### src/rtl/rx_frame_pkg.sv
// Shared K-character constants, word-class and FSM-state encodings for the GTP RX unpacker.
package rx_frame_pkg;

    localparam logic [7:0] K_IDLE = 8'hBC;
    localparam logic [7:0] K_SOF  = 8'hFB;
    localparam logic [7:0] K_EOF  = 8'hFD;

    // CLS_LOST marks a word sampled while the link was not aligned.
    typedef enum logic [2:0] {
        CLS_IDLE = 3'd0,
        CLS_SOF  = 3'd1,
        CLS_EOF  = 3'd2,
        CLS_DATA = 3'd3,
        CLS_BAD  = 3'd4,
        CLS_LOST = 3'd5
    } word_class_t;

    typedef enum logic [1:0] {
        ST_IDLE = 2'd0,
        ST_LO   = 2'd1,
        ST_HI   = 2'd2,
        ST_DROP = 2'd3
    } rx_state_t;

    function automatic word_class_t classify(input logic aligned,
                                             input logic [31:0] data,
                                             input logic [3:0] charisk);
        word_class_t cls;
        cls = CLS_BAD;
        if (!aligned) begin
            cls = CLS_LOST;
        end else if (charisk == 4'b0000) begin
            cls = CLS_DATA;
        end else if (charisk == 4'b0001 && data[31:8] == 24'h0) begin
            if (data[7:0] == K_IDLE)
                cls = CLS_IDLE;
            else if (data[7:0] == K_SOF)
                cls = CLS_SOF;
            else if (data[7:0] == K_EOF)
                cls = CLS_EOF;
        end
        return cls;
    endfunction

endpackage

### src/rtl/rx_kchar_decode.sv
// Registered word classifier: one cycle of latency between the GTP word and its class.
module rx_kchar_decode
    import rx_frame_pkg::*;
(
    input  logic        clk,
    input  logic        rst,
    input  logic        aligned_i,
    input  logic [31:0] data_i,
    input  logic [3:0]  charisk_i,
    output word_class_t cls_o,
    output logic [31:0] data_o
);

    word_class_t cls_q;
    logic [31:0] data_q;

    always_ff @(posedge clk or posedge rst) begin
        if (rst) begin
            cls_q  <= CLS_IDLE;
            data_q <= '0;
        end else begin
            cls_q  <= classify(aligned_i, data_i, charisk_i);
            data_q <= data_i;
        end
    end

    assign cls_o  = cls_q;
    assign data_o = data_q;

endmodule

### src/rtl/gtp_rx_unpack.sv
// GTP RX frame delimiter and 32->64 packer driving the RX buffer RAM write port.
// Optional feature macro: RX_CHKSUM_EN (trailing XOR checksum word per frame).
module gtp_rx_unpack
    import rx_frame_pkg::*;
#(
    parameter int ADDR_W        = 16,
    parameter int MAX_FRAME_W64 = 512
) (
    input  logic              rx_clk,
    input  logic              ap_rst,
    input  logic              gtp_rx_aligned,
    input  logic [31:0]       gtp_rx_data,
    input  logic [3:0]        gtp_rx_charisk,
    output logic              rx_wrram_en,
    output logic [ADDR_W-1:0] rx_wrram_addr,
    output logic [63:0]       rx_wrram_data,
    output logic [ADDR_W-1:0] rx_commit_addr,
    output logic [15:0]       frame_ok_cnt,
    output logic [15:0]       frame_err_cnt
);

    localparam int CNT_W = $clog2(MAX_FRAME_W64 + 1);
    localparam logic [CNT_W-1:0] WCNT_MAX = CNT_W'(MAX_FRAME_W64);

    word_class_t cls;
    logic [31:0] din;

    rx_kchar_decode u_decode (
        .clk       (rx_clk),
        .rst       (ap_rst),
        .aligned_i (gtp_rx_aligned),
        .data_i    (gtp_rx_data),
        .charisk_i (gtp_rx_charisk),
        .cls_o     (cls),
        .data_o    (din)
    );

    rx_state_t         state_q, state_d;
    logic [31:0]       lo_q, lo_d;
    logic [CNT_W-1:0]  wcnt_q, wcnt_d;
    logic [ADDR_W-1:0] wr_ptr_q, wr_ptr_d;
    logic [ADDR_W-1:0] commit_ptr_q, commit_ptr_d;
    logic              en_q, en_d;
    logic [ADDR_W-1:0] addr_q, addr_d;
    logic [63:0]       data_q, data_d;
    logic [15:0]       ok_cnt_q, ok_cnt_d;
    logic [15:0]       err_cnt_q, err_cnt_d;
    logic              do_ok, do_err;
`ifdef RX_CHKSUM_EN
    logic [63:0]       xor_q, xor_d;
`endif

    always_comb begin
        state_d      = state_q;
        lo_d         = lo_q;
        wcnt_d       = wcnt_q;
        wr_ptr_d     = wr_ptr_q;
        commit_ptr_d = commit_ptr_q;
        en_d         = 1'b0;
        addr_d       = addr_q;
        data_d       = data_q;
        do_ok        = 1'b0;
        do_err       = 1'b0;
`ifdef RX_CHKSUM_EN
        xor_d        = xor_q;
`endif
        unique case (state_q)
            ST_IDLE, ST_DROP: begin
                if (cls == CLS_SOF) begin
                    state_d = ST_LO;
                    wcnt_d  = '0;
`ifdef RX_CHKSUM_EN
                    xor_d   = '0;
`endif
                end else if (state_q == ST_DROP && (cls == CLS_EOF || cls == CLS_LOST)) begin
                    state_d = ST_IDLE;
                end
            end
            default: begin
                unique case (cls)
                    CLS_SOF: begin
                        // Abort the open frame but keep this SOF as the start of the next one.
                        do_err   = 1'b1;
                        wr_ptr_d = commit_ptr_q;
                        state_d  = ST_LO;
                        wcnt_d   = '0;
`ifdef RX_CHKSUM_EN
                        xor_d    = '0;
`endif
                    end
                    CLS_DATA: begin
                        if (state_q == ST_LO) begin
                            lo_d    = din;
                            state_d = ST_HI;
                        end else if (wcnt_q == WCNT_MAX) begin
                            do_err   = 1'b1;
                            wr_ptr_d = commit_ptr_q;
                            state_d  = ST_DROP;
                        end else begin
                            en_d     = 1'b1;
                            addr_d   = wr_ptr_q;
                            data_d   = {din, lo_q};
                            wr_ptr_d = wr_ptr_q + ADDR_W'(1);
                            wcnt_d   = wcnt_q + CNT_W'(1);
                            state_d  = ST_LO;
`ifdef RX_CHKSUM_EN
                            xor_d    = xor_q ^ {din, lo_q};
`endif
                        end
                    end
                    CLS_EOF: begin
                        state_d = ST_IDLE;
`ifdef RX_CHKSUM_EN
                        // The checksum slot is dropped from the committed frame and reused.
                        if (state_q == ST_LO && xor_q == '0 && wcnt_q >= CNT_W'(2)) begin
                            do_ok        = 1'b1;
                            commit_ptr_d = wr_ptr_q - ADDR_W'(1);
                            wr_ptr_d     = wr_ptr_q - ADDR_W'(1);
                        end else begin
                            do_err   = 1'b1;
                            wr_ptr_d = commit_ptr_q;
                        end
`else
                        if (state_q == ST_LO && wcnt_q != '0) begin
                            do_ok        = 1'b1;
                            commit_ptr_d = wr_ptr_q;
                        end else begin
                            do_err   = 1'b1;
                            wr_ptr_d = commit_ptr_q;
                        end
`endif
                    end
                    CLS_LOST: begin
                        do_err   = 1'b1;
                        wr_ptr_d = commit_ptr_q;
                        state_d  = ST_IDLE;
                    end
                    default: begin
                        do_err   = 1'b1;
                        wr_ptr_d = commit_ptr_q;
                        state_d  = ST_DROP;
                    end
                endcase
            end
        endcase
        ok_cnt_d  = (do_ok  && ok_cnt_q  != 16'hFFFF) ? ok_cnt_q  + 16'd1 : ok_cnt_q;
        err_cnt_d = (do_err && err_cnt_q != 16'hFFFF) ? err_cnt_q + 16'd1 : err_cnt_q;
    end

    always_ff @(posedge rx_clk or posedge ap_rst) begin
        if (ap_rst) begin
            state_q      <= ST_IDLE;
            lo_q         <= '0;
            wcnt_q       <= '0;
            wr_ptr_q     <= '0;
            commit_ptr_q <= '0;
            en_q         <= 1'b0;
            addr_q       <= '0;
            data_q       <= '0;
            ok_cnt_q     <= '0;
            err_cnt_q    <= '0;
        end else begin
            state_q      <= state_d;
            lo_q         <= lo_d;
            wcnt_q       <= wcnt_d;
            wr_ptr_q     <= wr_ptr_d;
            commit_ptr_q <= commit_ptr_d;
            en_q         <= en_d;
            addr_q       <= addr_d;
            data_q       <= data_d;
            ok_cnt_q     <= ok_cnt_d;
            err_cnt_q    <= err_cnt_d;
        end
    end

`ifdef RX_CHKSUM_EN
    always_ff @(posedge rx_clk or posedge ap_rst) begin
        if (ap_rst)
            xor_q <= '0;
        else
            xor_q <= xor_d;
    end
`endif

    assign rx_wrram_en    = en_q;
    assign rx_wrram_addr  = addr_q;
    assign rx_wrram_data  = data_q;
    assign rx_commit_addr = commit_ptr_q;
    assign frame_ok_cnt   = ok_cnt_q;
    assign frame_err_cnt  = err_cnt_q;

endmodule

### config.mk
export PLATFORM = sky130hd
export DESIGN_NAME = gtp_rx_unpack
export DESIGN_NICKNAME = d
export VERILOG_FILES = /design/src/rtl/rx_frame_pkg.sv /design/src/rtl/rx_kchar_decode.sv /design/src/rtl/gtp_rx_unpack.sv
export SDC_FILE = /design/constraint.sdc
export NUM_CORES = 1
export LEC_CHECK = 0
export CAP_MARGIN = 40
export CORE_MARGIN = 2
export CORE_UTILIZATION = 35
export DETAILED_ROUTE_END_ITERATION = 10
export PLACE_DENSITY = 0.69
export REMOVE_ABC_BUFFERS = 1
export SYNTH_ARGS = -nofsm -noshare
export SYNTH_HDL_FRONTEND = slang
export SYNTH_SLANG_ARGS = --single-unit
### constraint.sdc
create_clock -name rx_clk -period 7.2 [get_ports rx_clk]
set_input_delay 1.44 -clock rx_clk [delete_from_list [all_inputs] [get_ports rx_clk]]
set_output_delay 1.44 -clock rx_clk [all_outputs]
set_load 0.01 [all_outputs]
==> results by group <==
Timing
  • Worst-margin pin slew: 0.810 ns
  • Min Tclk post-route: 3.31 ns
  • Final Slew Violations: 0
  • Setup Skew: 0.0114 ns
  • Hold Violations, Final: 0
  • Fin crit share: 45.9%
  • Fmax: 302 MHz
  • Setup violators final: 0
  • Unrepaired setup endpoints after global routing: false
  • Hold slack: approximately 0.46 ns
  • Max transition margin: 46.0%

Power and ir drop
  • VDD IR-drop max: between 0.15 and 0.2 mV
  • Total power: 2.97 mW
  • Leak: roughly 5.6 nW
  • Pwr/cell area: 247 mW/mm^2

Synthesis
  • Top FF cell, synth: dfrtp_1
  • FFs w/ async S/R, synth: between 90% and 100%
  • Mapped Cells: 864
  • Mapped Area: 0.00922 sq mm
  • Number of synthesized flops with an enable pin: 0
  • Synth cell types: 53
  • Yosys reg bits: 224
  • Mean Syn Cell Area: 10.7 sq um
  • Sequential area share after synthesis: 60.8%
  • Yosys warnings: 0

Die
  • Die Ht: around 170 um
  • DIE AREA: 0.0277 sq mm
  • I/O Pins: 168
  • Core Rows: a little under 60
  • Die Width: 166 um
  • Initial core utilization: 35.5%
  • Core Box Area: between 0.02 and 0.03 sq mm

Setup path
  • Critical Path RT: 7.57 ns
  • Crit-path max FO: 55
  • Kind of critical path: reg2reg
  • Crit path arrival time: 3.67 ns
  • Critical Path Sink Type: flip-flop
  • Worst setup SP type: flip-flop

Global route
  • Initial antenna violation count: 0
  • Largest net degree at the start of global routing: 133
  • Vias in the first global route: 6884
  • First-pass GRT wire length: 36.0 mm
  • Aggregate global routing overflow: 0
  • GRT Resource Usage Total: 15.4%

Min path
  • Worst hold path type: reg2reg

Clock tree
  • Clk sinks: 224
  • Root Buffer: clkbuf_16
  • Num CTS Buffers: 25
  • Reg clk slew, reported paths: 0.06 ns
  • Post_cts resized: 0
  • CTS tree: yes
  • Clk Latency, worst-skew pair: 0.52 ns
  • Postcts setup bufs: 0
  • Clock buffer depth: 3
  • Htree depth: 1
  • Cts hold-fix bufs: 0

Layout
  • Most common cell after layout, fill and taps aside: nand2_1
  • Post-layout nets: 1074
  • Commonest cells after routing, fill and taps aside: 276 x nand2_1, 224 x dfrtp_1, 167 x clkdlybuf4s50_1
  • Synthesis-to-layout area growth: 30.1%
  • Share of layout cells above drive strength 1: approximately a tenth
  • Total of fill cells in the finished design: 2436
  • Diodes inserted: 0

Detailed routing
  • Drt wl/cell: roughly 15 um
  • Starting DRC count in detailed routing: 406
  • Pre-antenna DRT Iters: 4
  • ANT nets after route: 0
  • Vias after detailed routing: just under 7000
  • Number of remaining DRC errors: 0
  • Via density per instance: 4.94
  • Detailed Route WL: between 20 and 25 mm

Flow run
  • Max-Cap Viols: 0

Status
  • Outcome: complete, no violations

Placement
  • HPWL after DPL: approximately 14 mm
  • Input/output buffers: 167
  • Final Wtd Congestion: between 0.8 and 0.9
-- synthesized netlist by cell type, drive strengths merged, types with 6 or more instances --
master	instances	area, sq um
a21oi	13	65.1
a31oi	6	37.5
and3	11	68.8
buf	21	149
clkbuf	19	71.3
dfrtp	224	5610
ha	8	100
inv	12	45.0
mux2	49	552
nand2	277	1040
nand3	28	140
nand4	24	150
nor2	31	116
nor3	11	55.1
nor4	13	81.3
o21ai	23	115
o311ai	9	114
xnor2	27	236
xor2	9	78.8
-- stage by stage --
stage                     cells  utilization (%)  TNS [ns]  cell area (sq um)  worst slack (ns)
after CTS                  1379             46.2         0              12000              3.87
after global routing       1379             46.2         0              12000              3.57
after global placement     1333             43.0         0              11200              3.77
after floorplan             824                -    -83.88               9000            -0.374
final                      1379             46.2         0              12000              3.89
after detailed placement   1335             43.1         0              11200              3.77
-- worst max-delay path, cell delays in order, from the launching register on --
cell and delay [ns]:
dfrtp_1 0.38, inv_1 0.11, ha_1 0.16, or4b_1 0.62, o311ai_4 0.33, buf_4 0.52
buf_4 0.57, a21oi_1 0.08, o21ai_0 0.17, o311ai_0 0.15
-- flip-flops by register name, summed over array words and instances, names as in the netlist, 2 cells and up --
name / cells
rx_commit_addr: 16
rx_wrram_data: 64
rx_wrram_addr: 16
lo_q: 32
u_decode.cls_o: 3
wcnt_q: 10
state_q: 2
frame_err_cnt: 16
wr_ptr_q: 16
frame_ok_cnt: 16
u_decode.data_o: 32
-- cell families after synthesis --
group                      after synthesis  synth area share, %
AOI/OAI and AO/OA                       71                 5.40
xor gates and xnor gates                36                 3.42
adders and majority gates                8                 1.09
buffers and inverters                   52                 2.88
DFF                                    224                 60.8
muxes                                   51                 6.20
and+or+nand+nor                        422                 20.2
-- path summary, 6_finish.rpt --
kind	startpoint	endpoint	slack, ns	cells past startpoint
worst max-delay path	wcnt_q[0]	wr_ptr_q[9]	3.89	9
max in group asynchronous	ap_rst	rx_wrram_data[42]	4.63	3
worst min register to register	lo_q[18]	rx_wrram_data[18]	0.46	2
worst max register to register	wcnt_q[0]	wr_ptr_q[9]	3.89	9
worst min-delay path	lo_q[18]	rx_wrram_data[18]	0.46	2
min in group asynchronous	ap_rst	frame_ok_cnt[6]	1.43	2
-- metal layers --
layer  up-vias  share of wire [%]  wire length (um)  track usage (%)
met1      3363                 45              9490             20.7
met2       158                 46              9690             24.8
met4         0                1.7               359             3.26
met5         -                  0                 0                0
met3        26                7.5              1590             4.86
li1       3265                  -                 -                -
-- where the power goes --
group          internal (mW)  total, mW  switching [mW]
clock                  0.746       1.24           0.494
sequential              1.30       1.34          0.0405
combinational          0.155      0.383           0.227
total                   2.20       2.97           0.762
-- final cells by class --
| type | count | area (sq um) | share of cell area, % |
|---|---|---|---|
| flip-flops and latches | 224 | 5610 | 46.7 |
| multi-input cells | 588 | 3350 | 27.9 |
| repair buffers | 176 | 1770 | 14.8 |
| clock buffers | 41 | 756 | 6.30 |
| well taps | 335 | 419 | 3.49 |
| inverters | 12 | 52.6 | 0.438 |
| clock inverters | 3 | 43.8 | 0.365 |
Power figures use the tool's default switching activity.
